`src/rtl/sa_sched_pkg.sv`:
```
// Shared types and width helpers for the systolic job scheduler blocks.
package sa_sched_pkg;

  typedef enum logic [2:0] {IDLE, LOAD, ISSUE, WAIT, DRAIN, CLEAR} state_t;

  // Counters that must hold the value n itself (0..n).
  function automatic int cnt_width(input int n);
    return $clog2(n + 1);
  endfunction

  // Indices 0..n-1; never narrower than one bit.
  function automatic int idx_width(input int n);
    return (n < 2) ? 1 : $clog2(n);
  endfunction

endpackage

```
`src/rtl/sa_rr_arbiter.sv`:
```
// Combinational round-robin pick: first request at or after the pointer, wrapping.
module sa_rr_arbiter
  import sa_sched_pkg::*;
#(
  parameter int NUM_REQ = 2,
  parameter int IW      = idx_width(NUM_REQ)
) (
  input  logic [NUM_REQ-1:0] i_req,
  input  logic [IW-1:0]      i_ptr,
  output logic [NUM_REQ-1:0] o_gnt,
  output logic [IW-1:0]      o_gnt_idx
);

  always_comb begin : pick
    logic          w_found;
    logic [IW-1:0] w_pos;
    int            p;
    o_gnt     = '0;
    o_gnt_idx = '0;
    w_found   = 1'b0;
    w_pos     = '0;
    p         = 0;
    for (int off = 0; off < NUM_REQ; off++) begin
      p = int'(i_ptr) + off;
      if (p >= NUM_REQ) p = p - NUM_REQ;
      w_pos = IW'(p);
      if (!w_found && i_req[w_pos]) begin
        w_found      = 1'b1;
        o_gnt[w_pos] = 1'b1;
        o_gnt_idx    = w_pos;
      end
    end
  end

endmodule

```
`src/rtl/systolic_job_arbiter.sv`:
```
// Time-shares one systolic array between requesters: buffer a job, issue it
// back-to-back, forward the tagged result rows, then reset the array.
module systolic_job_arbiter
  import sa_sched_pkg::*;
#(
  parameter int DATAWIDTH      = 16,
  parameter int N_SIZE         = 5,
  parameter int NUM_REQ        = 2,
  parameter int TIMEOUT_CYCLES = 64,
  parameter int CLEAR_CYCLES   = 2
) (
  input  logic                               clk,
  input  logic                               rst_n,
  input  logic [NUM_REQ-1:0]                 req_valid,
  output logic [NUM_REQ-1:0]                 req_ready,
  input  logic [NUM_REQ*N_SIZE*DATAWIDTH-1:0] req_a_col,
  input  logic [NUM_REQ*N_SIZE*DATAWIDTH-1:0] req_b_row,
  output logic                               sa_rst_n,
  output logic                               sa_valid_in,
  output logic [N_SIZE*DATAWIDTH-1:0]        sa_matrix_a,
  output logic [N_SIZE*DATAWIDTH-1:0]        sa_matrix_b,
  input  logic                               sa_valid_out,
  input  logic [N_SIZE*2*DATAWIDTH-1:0]      sa_matrix_c,
  output logic                               res_valid,
  output logic [N_SIZE*2*DATAWIDTH-1:0]      res_row,
  output logic [idx_width(NUM_REQ)-1:0]      res_id,
  output logic [idx_width(N_SIZE)-1:0]       res_row_idx,
  output logic                               busy,
  output logic                               err_timeout
);

  localparam int IW  = idx_width(NUM_REQ);
  localparam int RW  = idx_width(N_SIZE);
  localparam int CW  = cnt_width(N_SIZE);
  localparam int TW  = cnt_width(TIMEOUT_CYCLES);
  localparam int KW  = cnt_width(CLEAR_CYCLES);
  localparam int VW  = N_SIZE * DATAWIDTH;
  localparam int CRW = N_SIZE * 2 * DATAWIDTH;

  state_t             r_state, w_state_next;
  logic [IW-1:0]      r_gnt, w_gnt_next, r_rr, w_rr_next, w_arb_idx, r_res_id, w_res_id_next;
  logic [NUM_REQ-1:0] w_arb_gnt, r_req_ready, w_req_ready_next;
  logic [CW-1:0]      r_beat_cnt, w_beat_cnt_next, r_row_cnt, w_row_cnt_next;
  logic [TW-1:0]      r_tmo_cnt, w_tmo_cnt_next;
  logic [KW-1:0]      r_clr_cnt, w_clr_cnt_next;
  logic               r_sa_rst_n, w_sa_rst_n_next, r_sa_valid, w_sa_valid_next;
  logic [VW-1:0]      r_sa_a, w_sa_a_next, r_sa_b, w_sa_b_next;
  logic               r_res_valid, w_res_valid_next, r_busy, r_err, w_err_next;
  logic [CRW-1:0]     r_res_row, w_res_row_next;
  logic [RW-1:0]      r_res_idx, w_res_idx_next;
  logic [VW-1:0]      r_buf_a [N_SIZE];
  logic [VW-1:0]      r_buf_b [N_SIZE];
  logic               w_accept, w_buf_we;
  logic [VW-1:0]      w_sel_a, w_sel_b;

  sa_rr_arbiter #(.NUM_REQ(NUM_REQ), .IW(IW)) u_arb (
    .i_req     (req_valid),
    .i_ptr     (r_rr),
    .o_gnt     (w_arb_gnt),
    .o_gnt_idx (w_arb_idx)
  );

  // r_req_ready only ever has the owner's bit set, so this is the owner's handshake.
  assign w_accept = |(req_valid & r_req_ready);
  assign w_sel_a  = req_a_col[r_gnt*VW +: VW];
  assign w_sel_b  = req_b_row[r_gnt*VW +: VW];

  always_comb begin
    w_state_next     = r_state;
    w_gnt_next       = r_gnt;
    w_rr_next        = r_rr;
    w_req_ready_next = r_req_ready;
    w_beat_cnt_next  = r_beat_cnt;
    w_row_cnt_next   = r_row_cnt;
    w_tmo_cnt_next   = r_tmo_cnt;
    w_clr_cnt_next   = r_clr_cnt;
    w_sa_rst_n_next  = 1'b1;
    w_sa_valid_next  = 1'b0;
    w_sa_a_next      = '0;
    w_sa_b_next      = '0;
    w_res_valid_next = 1'b0;
    w_res_row_next   = r_res_row;
    w_res_id_next    = r_res_id;
    w_res_idx_next   = r_res_idx;
    w_err_next       = 1'b0;
    w_buf_we         = 1'b0;
    unique case (r_state)
      IDLE: begin
        if (|req_valid) begin
          w_gnt_next       = w_arb_idx;
          w_req_ready_next = w_arb_gnt;
          w_beat_cnt_next  = '0;
          w_state_next     = LOAD;
        end
      end
      LOAD: begin
        if (w_accept) begin
          w_buf_we        = 1'b1;
          w_beat_cnt_next = r_beat_cnt + CW'(1);
          if (r_beat_cnt + CW'(1) == CW'(N_SIZE)) begin
            w_req_ready_next = '0;
            w_beat_cnt_next  = '0;
            w_state_next     = ISSUE;
          end
        end
      end
      ISSUE: begin
        if (r_beat_cnt < CW'(N_SIZE)) begin
          w_sa_valid_next = 1'b1;
          w_sa_a_next     = r_buf_a[r_beat_cnt[RW-1:0]];
          w_sa_b_next     = r_buf_b[r_beat_cnt[RW-1:0]];
          w_beat_cnt_next = r_beat_cnt + CW'(1);
        end else begin
          w_tmo_cnt_next = '0;
          w_row_cnt_next = '0;
          w_state_next   = WAIT;
        end
      end
      WAIT, DRAIN: begin
        if (sa_valid_out) begin
          w_res_valid_next = 1'b1;
          w_res_row_next   = sa_matrix_c;
          w_res_id_next    = r_gnt;
          w_res_idx_next   = r_row_cnt[RW-1:0];
          w_row_cnt_next   = r_row_cnt + CW'(1);
          if (r_row_cnt == CW'(N_SIZE - 1)) begin
            w_clr_cnt_next  = '0;
            w_sa_rst_n_next = 1'b0;
            w_state_next    = CLEAR;
          end else begin
            w_state_next = DRAIN;
          end
        end else if (r_state == WAIT) begin
          w_tmo_cnt_next = r_tmo_cnt + TW'(1);
          if (r_tmo_cnt + TW'(1) == TW'(TIMEOUT_CYCLES)) begin
            w_err_next      = 1'b1;
            w_clr_cnt_next  = '0;
            w_sa_rst_n_next = 1'b0;
            w_state_next    = CLEAR;
          end
        end
      end
      CLEAR: begin
        if (r_clr_cnt + KW'(1) == KW'(CLEAR_CYCLES)) begin
          w_rr_next    = (r_gnt == IW'(NUM_REQ - 1)) ? '0 : r_gnt + IW'(1);
          w_state_next = IDLE;
        end else begin
          w_clr_cnt_next  = r_clr_cnt + KW'(1);
          w_sa_rst_n_next = 1'b0;
        end
      end
      default: w_state_next = IDLE;
    endcase
  end

  always_ff @(posedge clk or negedge rst_n) begin
    if (!rst_n) begin
      r_state     <= IDLE;
      r_gnt       <= '0;
      r_rr        <= '0;
      r_req_ready <= '0;
      r_beat_cnt  <= '0;
      r_row_cnt   <= '0;
      r_tmo_cnt   <= '0;
      r_clr_cnt   <= '0;
      r_sa_rst_n  <= 1'b0;
      r_sa_valid  <= 1'b0;
      r_sa_a      <= '0;
      r_sa_b      <= '0;
      r_res_valid <= 1'b0;
      r_res_row   <= '0;
      r_res_id    <= '0;
      r_res_idx   <= '0;
      r_busy      <= 1'b0;
      r_err       <= 1'b0;
    end else begin
      r_state     <= w_state_next;
      r_gnt       <= w_gnt_next;
      r_rr        <= w_rr_next;
      r_req_ready <= w_req_ready_next;
      r_beat_cnt  <= w_beat_cnt_next;
      r_row_cnt   <= w_row_cnt_next;
      r_tmo_cnt   <= w_tmo_cnt_next;
      r_clr_cnt   <= w_clr_cnt_next;
      r_sa_rst_n  <= w_sa_rst_n_next;
      r_sa_valid  <= w_sa_valid_next;
      r_sa_a      <= w_sa_a_next;
      r_sa_b      <= w_sa_b_next;
      r_res_valid <= w_res_valid_next;
      r_res_row   <= w_res_row_next;
      r_res_id    <= w_res_id_next;
      r_res_idx   <= w_res_idx_next;
      r_busy      <= (w_state_next != IDLE);
      r_err       <= w_err_next;
    end
  end

  // Beat storage needs no reset: it is always fully rewritten before ISSUE reads it.
  always_ff @(posedge clk) begin
    if (w_buf_we) begin
      r_buf_a[r_beat_cnt[RW-1:0]] <= w_sel_a;
      r_buf_b[r_beat_cnt[RW-1:0]] <= w_sel_b;
    end
  end

  assign req_ready   = r_req_ready;
  assign sa_rst_n    = r_sa_rst_n;
  assign sa_valid_in = r_sa_valid;
  assign sa_matrix_a = r_sa_a;
  assign sa_matrix_b = r_sa_b;
  assign res_valid   = r_res_valid;
  assign res_row     = r_res_row;
  assign res_id      = r_res_id;
  assign res_row_idx = r_res_idx;
  assign busy        = r_busy;
  assign err_timeout = r_err;

endmodule

```
`config.mk`:
```
export PLATFORM = sky130hd
export DESIGN_NAME = systolic_job_arbiter
export DESIGN_NICKNAME = d
export VERILOG_FILES = /design/src/rtl/sa_sched_pkg.sv /design/src/rtl/sa_rr_arbiter.sv /design/src/rtl/systolic_job_arbiter.sv
export SDC_FILE = /design/constraint.sdc
export NUM_CORES = 1
export LEC_CHECK = 0
export CAP_MARGIN = 40
export CELL_PAD_IN_SITES_DETAIL_PLACEMENT = 1
export CELL_PAD_IN_SITES_GLOBAL_PLACEMENT = 2
export CORE_AREA = 3 3 421 298
export DETAILED_ROUTE_END_ITERATION = 12
export DIE_AREA = 0 0 424 301
export HOLD_SLACK_MARGIN = 0.03
export PLACE_DENSITY = 0.89
export REMOVE_ABC_BUFFERS = 1
export SLEW_MARGIN = 0
export SYNTH_ARGS = -nofsm -noshare
export SYNTH_HDL_FRONTEND = slang
export SYNTH_SLANG_ARGS = --single-unit
```
`constraint.sdc`:
```
create_clock -name clk -period 25.4 [get_ports clk]
set_clock_uncertainty 0.2 [all_clocks]
set_input_delay 2.54 -clock clk [delete_from_list [all_inputs] [get_ports clk]]
set_output_delay 2.54 -clock clk [all_outputs]
set_load 0.005 [all_outputs]
```
* Yosys cells after proc, flatten, opt, wreduce, memory -nomap -nowiden
Memory sizes are Yosys's and may differ from the RTL's.
Cells that the tools add are included.
** Storage, ports and cells
- Flip-flop bits (word level) :: 351
- Bits in latches :: 0
- Bits in writable memories :: 800
- ROM bits :: 0
- Input port bits :: 485
- Output and inout port bits :: 331
- Logic and storage cells :: 152
- Memories :: 2
** Memory list
- r_buf_a :: words 5, width 80, read ports 1, clocked after Yosys merged registers in 0, wr ports 1, RTL line systolic_job_arbiter.sv:51 : logic [VW-1:0] r_buf_a [N_SIZE];
- r_buf_b :: words 5, width 80, read ports 1, clocked after Yosys merged registers in 0, wr ports 1, RTL line systolic_job_arbiter.sv:52 : logic [VW-1:0] r_buf_b [N_SIZE];
** Cells by class
- Add/sub/neg operators :: 8
- Multiply operators :: 1
- Divide/modulo/power cells :: 0
- $lt $le $gt $ge :: 7
- Equal/unequal tests :: 21
- Shift operators :: 2
- Muxes and demuxes :: 70
- Bitwise logic cells :: 2
- Reduce and logical (&&, ||, !) cells :: 21
** Operators with widths (count)
- 80-bit two-way mux :: 4
- 160-bit by 9-bit variable part select with 80-bit output :: 2
- 3-bit two-way mux :: 14
- 1-bit two-way mux :: 30
- 7-bit two-way mux :: 3
- 2-bit two-way mux :: 10
- 2-bit inequality test, second input constant :: 9
- 3-bit one-hot mux with 5 select lines :: 1
- 7-bit one-hot mux with 2 select lines :: 1
- 3-bit equality test, second input constant :: 4
- 4-bit AND reduction :: 3
- 3-bit inequality test, second input constant :: 3
- 3-bit one-hot mux with 3 select lines :: 1
- 2-bit one-hot mux with 2 select lines :: 2
- 7-bit by 1-bit adder with 7-bit output, second input constant :: 1
- 7-bit equality test, second input constant :: 1
- 3-bit by 1-bit adder with 3-bit output, second input constant :: 2
- 3-bit by 2-bit equality test with 1-bit output, second input constant :: 2
- 3-bit one-hot mux with 2 select lines :: 1
- 2-bit AND reduction :: 3
- 2-bit nonzero test :: 3
- 3-bit nonzero test :: 2
- 2-bit OR reduction :: 3
- 5-bit AND reduction :: 1
- 20 further kinds :: 26

* Depth between registers and ports, before layout
- Depth in word-level cells :: 11
- Mapped depth :: 9
- Gate-level depth less buffers :: 7

* Modules after synthesis
Synthesis repeated with hierarchy kept, for this count alone.
** Second synthesis, totals
- Cells, all modules :: 2579
- Area total of the unflattened synthesis :: 44099.8 um^2
** By module, submodules not included
- systolic_job_arbiter :: times used 1, cells an instance 2575, area an instance 44069.8 um^2, sequential area each 32806.5 um^2
- sa_rr_arbiter :: times used 1, cells an instance 4, area an instance 30.0 um^2, sequential area each 0.0 um^2

* Least setup slack after synthesis
Ideal clock, no wire load.
- Path type :: in2reg
- Start :: input port req_valid[0]
- End :: memory r_buf_a[2][0] in the netlist's numbering, enable pin
- Setup time :: 1072 ps
- Arrival time :: 17933 ps
- Data required time :: 24128 ps
- Path slack :: 6195 ps
- Cell stages on the path :: 3
- Path buffers :: 0
- Path through :: a22o_1 > nand3_1 > nor4_1
** On the way
- Cells in the longest elaborated chain, start to end :: 6
** RTL lines
- start, declared :: RTL line systolic_job_arbiter.sv:14 : input logic [NUM_REQ-1:0] req_valid,
- 2-bit bitwise AND :: RTL line systolic_job_arbiter.sv:64 : assign w_accept = |(req_valid & r_req_ready);
- 2-bit OR reduction :: RTL line systolic_job_arbiter.sv:64
- 1-bit two-way mux :: RTL line systolic_job_arbiter.sv:97 : if (w_accept) begin
- 1-bit two-way mux :: RTL line systolic_job_arbiter.sv:87 : unique case (r_state)
- 1-bit two-way mux :: RTL line systolic_job_arbiter.sv:200 : if (w_buf_we) begin
- 1-bit two-way mux (not written as such) :: RTL line systolic_job_arbiter.sv:201 : r_buf_a[r_beat_cnt[RW-1:0]] <= w_sel_a;
- end, declared :: RTL line systolic_job_arbiter.sv:51
No other way between the ends.

* Worst setup path after layout
- Start :: input port req_valid[0]
- End :: memory r_buf_b[4][79] in the netlist's numbering, enable pin
** On the way
- Cells in the longest elaborated chain, start to end :: 6
** RTL lines
- 2-bit bitwise AND :: RTL line systolic_job_arbiter.sv:64
- 2-bit OR reduction :: RTL line systolic_job_arbiter.sv:64
- 1-bit two-way mux :: RTL line systolic_job_arbiter.sv:97
- 1-bit two-way mux :: RTL line systolic_job_arbiter.sv:87
- 1-bit two-way mux :: RTL line systolic_job_arbiter.sv:200
- 1-bit two-way mux (not written as such) :: RTL line systolic_job_arbiter.sv:202 : r_buf_b[r_beat_cnt[RW-1:0]] <= w_sel_b;
- end, declared :: RTL line systolic_job_arbiter.sv:52
No other way between the ends.

==> summary.md <==
| Metric | Value |
|---|---|
| Vias in the first global route | `30,413` |
| Worst-path clk slew | `0.06 ns` |
| CP Launch Point | `req_valid[0]` |
| Slowest-stage cell, CP | `buf_4` |
| Clock Path Buffers | `3` |
| Number of remaining DRC errors | `0` |
| CP delay by family, top | `buffers and inverters` |
| 1st-pass router iterations | `5` |
| Reg2Reg Setup Slack | `21.56 ns` |
| Sequential power share | `0.422` |
| Via Count | `27,783` |
| Synth unique cells | `51` |
| Net Sw Frac | `0.316` |
| Gp weighted congestion | `0.782` |
| Bufs and invs on worst path | `3` |
| Worst Setup Start Kind | `primary input` |
| FP Rows | `107` |
| Antenna Nets Post-Route | `0` |
| Max Slew Vio Count | `0` |
| Most used DFF post-synth | `edfxtp_1` |
| Pwr Total | `6.10 mW` |
| Endpoints failing hold | `0` |
| Die height | `301 um` |
| Fin crit period | `5.50 ns` |
| Initial antenna violation count | `10` |
| RSZ-0062 raised after global routing | `false` |
| DIE WIDTH | `424 um` |
| Max-cap violation count | `0` |
| Hold wc startpoint | `res_row[12]` |
| WHS Path Cells | `2` |
| Layout cells sized above 1 | `0.149` |
| Cell count of the worst reg-to-reg path | `6` |
| Sw Pwr | `1.93 mW` |
| Num ports | `816` |
| GRT Resource Usage Total | `0.201` |
| Synthesis-stage register bit count | `1,151` |
| Inserted Clock Buffers | `112` |
| Setup_tns | `0 ns` |
| CTS hold repair buffers | `0` |
| Top cell by count, worst path | `buf_4` |
| Worst reg2reg startpoint | `r_beat_cnt[1]` |
| Pwr dens | `105 mW/mm^2` |
| Clk_lat worst skew | `0.75 ns` |
| Root buffer selected by CTS | `clkbuf_16` |
| Largest net degree at the start of global routing | `167` |
| Post-synth EDFFs | `800` |
| Cell area after synthesis | `0.0436 sq mm` |
| Area of placed instances | `0.0540 sq mm` |
| Worst relative slew slack | `0.373` |
| Crit Path Class | `in -> reg` |
| Data required, critical path | `25.53 ns` |
| Worst setup EP type | `register` |
| Internal | `4.17 mW` |
| Combinational power share | `0.300` |
| Most frequent cells in the layout | `clkdlybuf4s50_1, edfxtp_1, nand2_1` |
| Crit path cell chain | `clkdlybuf4s50_1, a22o_1, nand3_1, nor2_4, buf_4, buf_4` |
| Via density | `5.08` |
| Iteration-0 DRC count of the detailed router | `2,059` |
| Clock power share | `0.277` |
| Total leakage power | `21.4 nW` |
| CP Max Fanout | `47` |
| Clock Sinks | `1,151` |
| Setup bufs post-CTS | `0` |
| Stages on worst setup path | `6` |
| CTS H-tree lvls | `3` |
| Register area share after synthesis | `0.752` |
| HPWL after DPL | `86.2 mm` |
| Initial Util | `0.359` |
| Fin nets | `4,221` |
| Post_cts resized | `0` |
| Fin area | `0.0578 sq mm` |
| Syn Inst Count | `2,924` |
| Synth Warn # | `0` |
| Tightest Hold Check Type | `reg -> reg` |
| CORE AREA | `0.122 sq mm` |
| Area delta synth->final | `32.5%` |
| First-pass GRT wire length | `195 mm` |
| Arrival @ worst endpoint | `5.63 ns` |
| Avg Inst Size Synth | `14.9 sq um` |
| Max IR drop VDD | `0.0599 mV` |
| Commonest non-fill, non-tap cell in the layout | `clkdlybuf4s50_1` |
| CTS tree | `done` |
| Slowest cell delay on critical path | `0.77 ns` |
| Final setup vio count | `0` |
| Die area | `0.128 sq mm` |
| Status | `finished, final reports clean` |
| Least-Margin Pin Slew | `0.941 ns` |
| Total Wirelength | `132 mm` |
| Share of flip-flops with an asynchronous set or reset | `0.305` |
| Gr ovfl total | `0` |
| PortBufs | `815` |
| Wire length per cell | `24.1 um` |
| Final period util | `0.217` |
| Max Clock Freq | `182 MHz` |
[per-layer routing]
metal	vias up	routed length, um	track usage
li1	12392	-	-
met1	14308	50500	0.236
met2	877	69600	0.364
met3	206	7480	0.0436
met4	0	4390	0.0700
met5	-	0	0
[final timing paths]
path / to
worst min-delay path: res_row[12]
worst max-delay path: r_buf_b[4][79]
max in group asynchronous: sa_matrix_a[28]
min in group asynchronous: res_row[35]
worst min register to register: res_row[12]
worst max register to register: r_buf_a[3][54]
[worst reg2reg max path: cells and delay by family (launching register included)]
kind                   cells  cell delay [ns]
and+or+nand+nor            2             1.16
buffers and inverters      4             1.35
DFF                        1             0.77
[layout make-up]
cell class                 instances  area, sq um
antenna                            7         17.5
fill                           12115        63800
clock buffer                     160         3130
inverter                          10         40.0
sequential                      1151        32800
tap                             1635         2050
clock inverter                    53          647
timing repair buffer             874         8970
multi-input combinational       1581        10100
[power groups by stage]
stage / Combinational [mW] / Clock (mW) / Sequential [mW]
after global placement: 1.74 / 0 / 2.61
after global routing: 2.01 / 1.82 / 2.61
after detailed placement: 1.85 / 0 / 2.61
final: 1.83 / 1.69 / 2.57
after floorplan: 0.956 / 0 / 2.74
after CTS: 1.87 / 1.73 / 2.58
[cells by family after synthesis]
group / share of synthesized area
compound gates: 0.0670
flops: 0.752
simple gates: 0.0782
xor+xnor: 0.000402
mux: 0.0835
fa+ha+maj: 0.00172
buf+inv: 0.0172
[through the flow]
step	utilization	hold slack (ns)	cells	worst slack, ns
CTS	0.475	0.276	5463	19.90
detailed placement	0.444	0.261	5250	19.14
finish	0.476	0.271	5471	19.90
global placement	0.440	0.257	5232	18.66
global route	0.475	0.298	5469	19.76
floorplan	-	0.256	2742	1.92
[synthesized netlist by cell type (all sizes together), types with 3 or more instances]
library cell,n,area [sq um]
clkbuf,146,548
dfrtp,351,8780
mux2,320,3600
nand3,4,20.0
nor2b,4,25.0
nor3,5,25.0
o21ai,19,98.9
nand2,513,1930
a31oi,5,46.3
a221oi,158,1380
ha,6,75.1
a21o,4,30.0
inv,9,33.8
a22o,5,43.8
a21oi,11,55.1
nand2b,3,18.8
and3,3,18.8
a22oi,159,1190
buf,36,164
mux2i,4,40.0
edfxtp,800,24000
nor2,331,1240
[sequential cells by signal, summed over array words and instances, names as in the netlist]
register and cells:
r_buf_a 400, r_buf_b 400, res_row 160, sa_matrix_a 80, sa_matrix_b 80, r_tmo_cnt 7, r_beat_cnt 3, r_row_cnt 3
r_state 3, res_row_idx 3, r_clr_cnt 2, req_ready 2, busy 1, err_timeout 1, r_gnt 1, r_rr 1
res_id 1, res_valid 1, sa_rst_n 1, sa_valid_in 1
Power figures use the tool's default switching activity.
